File: config.mk
export PLATFORM = sky130hd
export DESIGN_NAME = if_stage16
export DESIGN_NICKNAME = d
export VERILOG_FILES = /design/src/rtl/if_stage16.sv
export SDC_FILE = /design/constraint.sdc
export NUM_CORES = 1
export LEC_CHECK = 0
export CAP_MARGIN = 25
export CELL_PAD_IN_SITES_DETAIL_PLACEMENT = 1
export CELL_PAD_IN_SITES_GLOBAL_PLACEMENT = 1
export CORE_ASPECT_RATIO = 1.2
export CORE_UTILIZATION = 44
export CTS_CLUSTER_SIZE = 20
export DETAILED_ROUTE_END_ITERATION = 6
export DONT_BUFFER_PORTS = 1
export GPL_TIMING_DRIVEN = 0
export PLACE_DENSITY_LB_ADDON = 0.1
export SYNTH_ARGS = -nofsm -noshare
export SYNTH_HDL_FRONTEND = slang
export SYNTH_SLANG_ARGS = --single-unit
export TNS_END_PERCENT = 5
File: constraint.sdc
create_clock -name clk -period 2.1 [get_ports clk]
set_clock_uncertainty 0.15 [all_clocks]
set_input_delay 0.42 -clock clk [delete_from_list [all_inputs] [get_ports clk]]
set_output_delay 0.42 -clock clk [all_outputs]
set_load 0.05 [all_outputs]
File: src/rtl/if_stage16.sv
// Instruction fetch stage for a 16-bit core. One outstanding memory request, a
// single decode holding register, flush redirect handling and a sticky error flag.
module if_stage16 #(
    parameter int unsigned TIMEOUT = 255
) (
    input  logic        clk,
    input  logic        reset,
    input  logic [15:0] pc,
    output logic        pc_enable,
    output logic        imem_req,
    output logic [15:0] imem_addr,
    input  logic        imem_gnt,
    input  logic        imem_rvalid,
    input  logic [15:0] imem_rdata,
    input  logic        flush,
    output logic        id_valid,
    output logic [15:0] id_instr,
    output logic [15:0] id_pc,
    input  logic        id_ready,
    output logic        fetch_err
);

    typedef enum logic [1:0] {
        S_REQ   = 2'd0,
        S_WAIT  = 2'd1,
        S_DRAIN = 2'd2,
        S_HOLD  = 2'd3
    } state_t;

    localparam logic [7:0] TIMEOUT_C = 8'(TIMEOUT);
    localparam logic [7:0] CNT_MAX_C = 8'hFF;

    state_t      state_r;
    state_t      next_state_s;
    logic [15:0] addr_r;
    logic [7:0]  cnt_r;
    logic [7:0]  cnt_next_s;
    logic        id_valid_r;
    logic [15:0] id_instr_r;
    logic [15:0] id_pc_r;
    logic        fetch_err_r;

    logic        cap_addr_s;
    logic        load_id_s;
    logic        clr_id_s;
    logic        cnt_clr_s;
    logic        cnt_inc_s;
    logic        spurious_s;
    logic        waiting_s;
    logic        timeout_hit_s;

    // Next-state decode and per-state control strobes.
    always_comb begin
        next_state_s = state_r;
        cap_addr_s   = 1'b0;
        load_id_s    = 1'b0;
        clr_id_s     = 1'b0;
        cnt_clr_s    = 1'b0;
        cnt_inc_s    = 1'b0;
        spurious_s   = 1'b0;
        case (state_r)
            S_REQ: begin
                // A response with nothing outstanding is a protocol error.
                spurious_s = imem_rvalid;
                if (imem_gnt) begin
                    cap_addr_s = 1'b1;
                    cnt_clr_s  = 1'b1;
                    if (flush) begin
                        next_state_s = S_DRAIN;
                    end else begin
                        next_state_s = S_WAIT;
                    end
                end else begin
                    next_state_s = S_REQ;
                end
            end
            S_WAIT: begin
                if (imem_rvalid) begin
                    if (flush) begin
                        next_state_s = S_REQ;
                    end else begin
                        load_id_s    = 1'b1;
                        next_state_s = S_HOLD;
                    end
                end else begin
                    cnt_inc_s = 1'b1;
                    if (flush) begin
                        cnt_clr_s    = 1'b1;
                        next_state_s = S_DRAIN;
                    end else begin
                        next_state_s = S_WAIT;
                    end
                end
            end
            S_DRAIN: begin
                if (imem_rvalid) begin
                    next_state_s = S_REQ;
                end else begin
                    cnt_inc_s    = 1'b1;
                    next_state_s = S_DRAIN;
                end
            end
            S_HOLD: begin
                spurious_s = imem_rvalid;
                if (flush || id_ready) begin
                    clr_id_s     = 1'b1;
                    next_state_s = S_REQ;
                end else begin
                    next_state_s = S_HOLD;
                end
            end
            default: begin
                next_state_s = S_REQ;
            end
        endcase
    end

    // Saturating wait counter next value.
    always_comb begin
        cnt_next_s = cnt_r;
        if (cnt_clr_s) begin
            cnt_next_s = 8'd0;
        end else if (cnt_inc_s && (cnt_r != CNT_MAX_C)) begin
            cnt_next_s = cnt_r + 8'd1;
        end else begin
            cnt_next_s = cnt_r;
        end
    end

    assign waiting_s     = (state_r == S_WAIT) || (state_r == S_DRAIN);
    assign timeout_hit_s = waiting_s && (cnt_next_s >= TIMEOUT_C);

    // State, captured address and wait counter.
    always_ff @(posedge clk or posedge reset) begin
        if (reset) begin
            state_r <= S_REQ;
            addr_r  <= 16'h0000;
            cnt_r   <= 8'd0;
        end else begin
            state_r <= next_state_s;
            cnt_r   <= cnt_next_s;
            if (cap_addr_s) begin
                addr_r <= pc;
            end
        end
    end

    // Decode holding register.
    always_ff @(posedge clk or posedge reset) begin
        if (reset) begin
            id_valid_r <= 1'b0;
            id_instr_r <= 16'h0000;
            id_pc_r    <= 16'h0000;
        end else if (load_id_s) begin
            id_valid_r <= 1'b1;
            id_instr_r <= imem_rdata;
            id_pc_r    <= addr_r;
        end else if (clr_id_s) begin
            id_valid_r <= 1'b0;
        end
    end

    // Sticky error: timeout or response with no request outstanding.
    always_ff @(posedge clk or posedge reset) begin
        if (reset) begin
            fetch_err_r <= 1'b0;
        end else if (timeout_hit_s || spurious_s) begin
            fetch_err_r <= 1'b1;
        end
    end

    // Request and PC-enable are combinational so a consumed instruction advances
    // the PC in the same cycle; both are held low while reset is asserted.
    assign imem_req  = (state_r == S_REQ) && !reset;
    assign imem_addr = (state_r == S_REQ) ? pc : addr_r;
    assign pc_enable = !reset && (flush || ((state_r == S_HOLD) && id_ready));

    assign id_valid  = id_valid_r;
    assign id_instr  = id_instr_r;
    assign id_pc     = id_pc_r;
    assign fetch_err = fetch_err_r;

endmodule

Yosys cells after proc, flatten, opt, wreduce, memory -nomap -nowiden
Cells that the tools add are included.
- register bits: 60
- input port bits: 38
- $lt $le $gt $ge: 1
- muxes and demuxes: 25
- reduce and logical (&&, ||, !) cells: 14
- equality and inequality tests: 4
- add/subtract/negate cells: 1
- operators with widths (operator ; number):
    $mux 16 ; 1
    $mux 8 ; 2
    $mux 1 ; 14
    $mux 2 ; 6
    $add 8x1->8 const B ; 1
    $ge 8x8->1 const B ; 1
    $ne 8x8->1 const B ; 1
    $pmux 2 s4 ; 1
    $logic_and 1x1->1 ; 5
    $eq 2x2->1 const B ; 2
    $logic_or 1x1->1 ; 4
    $reduce_or 2->1 ; 2
    $eq 2x1->1 const B ; 1
    $logic_not 2->1 ; 1
    $pmux 1 s2 ; 1
    $reduce_bool 2->1 ; 1
    $logic_not 1->1 ; 1

Depth between registers and ports, before layout
- depth in word-level cells: 9
- mapped depth: 8
- gate-level depth less buffers: 7

Worst setup path after synthesis
Ideal clock, no wire load.
- path kind: reg2out
- start: reg state_r[0]
- end: out imem_req
- path slack: -383 ps
- required time: 1530 ps
- path buffers: 2
- cell stages (with the launch flop): 6
- arrival time: 1913 ps
- cell sequence: dfrtp_1 > inv_1 > ha_1 > buf_2 > buf_1 > nor2b_1
- longest elaborated chain between the ends: 2
- RTL lines (element ; line ; RTL):
    start: declaration ; 33 ; state_t state_r;
    start signal: assignment ; 140 ; state_r <= next_state_s;
    $logic_not 2->1 ; 174 ; assign imem_req = (state_r == S_REQ) && !reset;
    $logic_and 1x1->1 ; 174 ;
    end: declaration ; 10 ; output logic imem_req,
Every way passes these cells.

Worst setup path in the final report
- start: reg state_r[0]
- end: out imem_addr[14]
- longest elaborated chain between the ends: 2
- RTL lines (element ; line ; RTL):
    $logic_not 2->1 ; 175 ; assign imem_addr = (state_r == S_REQ) ? pc : addr_r;
    $mux 16 ; 175 ;
    end: declaration ; 11 ; output logic [15:0] imem_addr,
Every way passes these cells.

==> summary.txt <==
Status
  • Status: finished with violations
  • Failing checks: setup timing

Pwr
  • Pwr/cell area: ~1600 mW/mm2
  • Switching power share of the total: 0.466
  • Flop pwr share: 0.551
  • Int Pwr: slightly below 0.003 W
  • Leak Pwr: around 1.5 nW
  • Psw: 0.00253 W
  • Max VDD drop: a little under 900 uV
  • Combinational power share: 0.225
  • Clock group share of total power: 0.224

STA
  • Tcrit/Tclk final: 1.05
  • Pin slew with the least headroom to its limit: between 500 and 600 ps
  • RSZ-0062 raised after global routing: true
  • Slew Limit Fails: 0
  • Tmin final: approximately 2200 ps
  • Final TNS setup: -1360 ps
  • Achievable Freq: approximately 450 MHz
  • Slew headroom: 0.662
  • Final-report setup violation count: 18
  • Worst hold slack: between 60 and 70 ps
  • Fin. Hold Viols: 0
  • Worst setup margin: -107 ps

Worst setup path
  • Worst path cell trace: inv_2, ha_4, buf_8, clkbuf_16, mux2_4
  • Reg-to-reg startpoint: cnt_r[0]
  • Crit path largest cell delay: 390 ps
  • Worst Path Arrival: 1640 ps
  • Worst EP required: around 1500 ps
  • Type of element capturing the critical path: output pin
  • R2r worst-path depth: 6
  • Worst-path maximum fanout: 6
  • Setup crit start: state_r[0]
  • Worst path slowest cell: dfrtp_1
  • CP Launch Type: register
  • FF-to-FF setup slack: -70 ps
  • Crit path buffers/inverters: 3
  • FF-to-FF End: fetch_err
  • CP endpoint: imem_addr[14]
  • Cell family with most CP delay: flip-flops
  • Critical path type: reg -> out
  • Crit. path cell count: 5

Place
  • Placed Instances: between 200 and 300
  • Final GP Congestion: 0.762
  • PortBufs: 0
  • DP HPWL: 4740 um

Routing
  • Top Metal Used: met4
  • Vias per cell: ~5.7
  • Pre-antenna DRT Iters: 4
  • Drt initial violations: between 40 and 50
  • Met1 wire length: between 2000 and 3000 um
  • Met3 wire length: between 400 and 500 um
  • Routed Antenna Nets: 0
  • DRC violations left: 0
  • Routed length per instance: approximately 21 um
  • Via count: between 1500 and 2000
  • Routed wl met2: ~3400 um
  • Detailed Route WL: between 6000 and 7000 um

Yosys
  • Gate Count Post-Synth: between 200 and 250
  • Ys async rst share: 1.00
  • Number of synthesized register bits: 60
  • Primary FF master, synth: dfrtp_1
  • Seq/Total Area, Yosys: 0.530
  • Area of the mapped netlist: around 0.0028 mm2
  • Syn. warnings: 0
  • EDFF count, synth: 0
  • Cell variety after synth: 38
  • Post-Syn Nets: ~260
  • Synthesized area per cell: between 10 and 15 um2

Clock tree
  • CTS tree: yes
  • CTS H-tree depth: 3
  • TritonCTS Sinks: 60
  • CTS max path bufs: 2
  • Clk slew on worst S/H paths: 60 ps
  • CTS Buf Count: 9
  • Worst-Skew Late Latency: 330 ps
  • CTS root buf: clkbuf_8

Die
  • Starting density of the core: 0.462
  • Die Wd: about 75 um
  • Core area: around 0.0061 mm2
  • Die footprint: ~0.0068 mm2
  • Site row count: 31
  • Die height: roughly 90 um
  • Ports: 90

Final layout
  • # nets final: roughly 280
  • Diodes inserted: 0
  • Area Overhead vs Synth: 19.7%
  • Layout cell share with drive strength beyond 1: 0.481
  • Final instance count without filler cells: about 320

Global routing
  • Total grt overflow: 0
  • Vias in the first global route: about 2000
  • Largest net degree at the start of global routing: 41
  • Total global-route track usage: 0.215
  • First-pass GRT wire length: 10600 um
  • Initial antenna violation count: 0

Run
  • Max-Cap Viols: 0

Worst hold path
  • Hold Crit Class: in -> reg
layout by cell type, fill, tap and decap left out, types with 3 or more instances in the layout:
cell / count
a21oi_1: 7
buf_2: 4
buf_4: 4
clkbuf_8: 12
dfrtp_1: 59
ha_1: 7
inv_1: 6
inv_2: 3
mux2_2: 52
mux2_4: 12
nand2_1: 8
nand3_1: 5
nor2_1: 6
o21ai_0: 4
Yosys cell counts (2+ instances only):
| cell type | n | area, um2 |
|---|---|---|
| nand2_1 | 9 | 33.8 |
| a31oi_1 | 2 | 12.5 |
| and2_1 | 2 | 12.5 |
| nor2_1 | 7 | 26.3 |
| inv_1 | 9 | 33.8 |
| ha_1 | 9 | 113 |
| a21oi_1 | 8 | 40.0 |
| nor2b_1 | 2 | 12.5 |
| o21ai_0 | 4 | 20.0 |
| nand3_1 | 5 | 25.0 |
| nand4b_1 | 2 | 17.5 |
| and3_2 | 2 | 15.0 |
| a311oi_1 | 2 | 17.5 |
| buf_6 | 2 | 22.5 |
| dfrtp_1 | 60 | 1500 |
| mux2_2 | 64 | 721 |
| buf_1 | 5 | 18.8 |
worst min-delay path by stage:
stage,from,cells after the start,endpoint
after floorplan,addr_r[15],1,id_pc[15]
after global placement,addr_r[6],1,id_pc[6]
after detailed placement,reset,1,id_pc[14]
after CTS,flush,1,state_r[0]
after global routing,pc[15],1,addr_r[15]
final,flush,1,state_r[0]
metrics by stage:
stage | utilization | worst slack, ps | instance area (um2) | power, W
2_1_floorplan | - | 27.7 | 2840 | 0.00384
3_3_place_gp | 0.481 | -478 | 2950 | 0.00400
3_5_place_dp | 0.484 | -357 | 2970 | 0.00409
4_1_cts | 0.545 | -132 | 3340 | 0.00543
5_1_grt | 0.554 | -161 | 3390 | 0.00565
6_report | 0.554 | -107 | 3390 | 0.00542
worst reg2reg max path, stage by stage (launching register included):
cell and delay, ps:
dfrtp_2 440, ha_2 220, and2_2 240, a311o_2 410, mux2i_1 160, nand4b_1 230
o31ai_2 250
registers in the layout, indices dropped and copies added (netlist names):
name and flops:
id_instr 16, cnt_r 8, fetch_err 1, id_valid 1, id_pc 16, state_r 2, addr_r 16
cell families (layout without fill, tap and decap cells):
family | Yosys count | after routing | synth area share
xor gates and xnor gates | 1 | 1 | 0.00309
DFF | 60 | 60 | 0.530
buffers and inverters | 17 | 41 | 0.0283
adders and majority gates | 9 | 9 | 0.0397
muxes | 65 | 65 | 0.258
and+or+nand+nor | 38 | 38 | 0.0786
AOI/OAI and AO/OA | 25 | 25 | 0.0627
repair_timing:
item | CTS | global route
hold endpoints to repair | 20 | 0
hold buffers | 1 | 0
setup buffers | 2 | 2
gates cloned | 1 | 1
setup endpoints to repair | 40 | 29
resized for setup | 31 | 5
layer usage:
metal	global-route usage	up-vias
met5	0	-
met4	0.110	0
met3	0.0583	18
met2	0.351	74
met1	0.254	919
li1	-	812
power groups by stage:
stage	sequential [W]	combinational (W)	clock, W
after floorplan	0.00290	0.000940	0
after global placement	0.00298	0.00102	0
after detailed placement	0.00302	0.00108	0
after CTS	0.00299	0.00120	0.00124
after global routing	0.00305	0.00131	0.00129
final	0.00299	0.00122	0.00121
layout make-up:
type,instances,area (um2)
clock buffers,13,169
well taps,82,103
repair buffers,8,90.1
inverters,9,33.8
flip-flops and latches,60,1500
clock inverters,3,67.6
fillers,652,2740
multi-input cells,138,1350
plain buffers,8,77.6
Power figures use the tool's default switching activity.
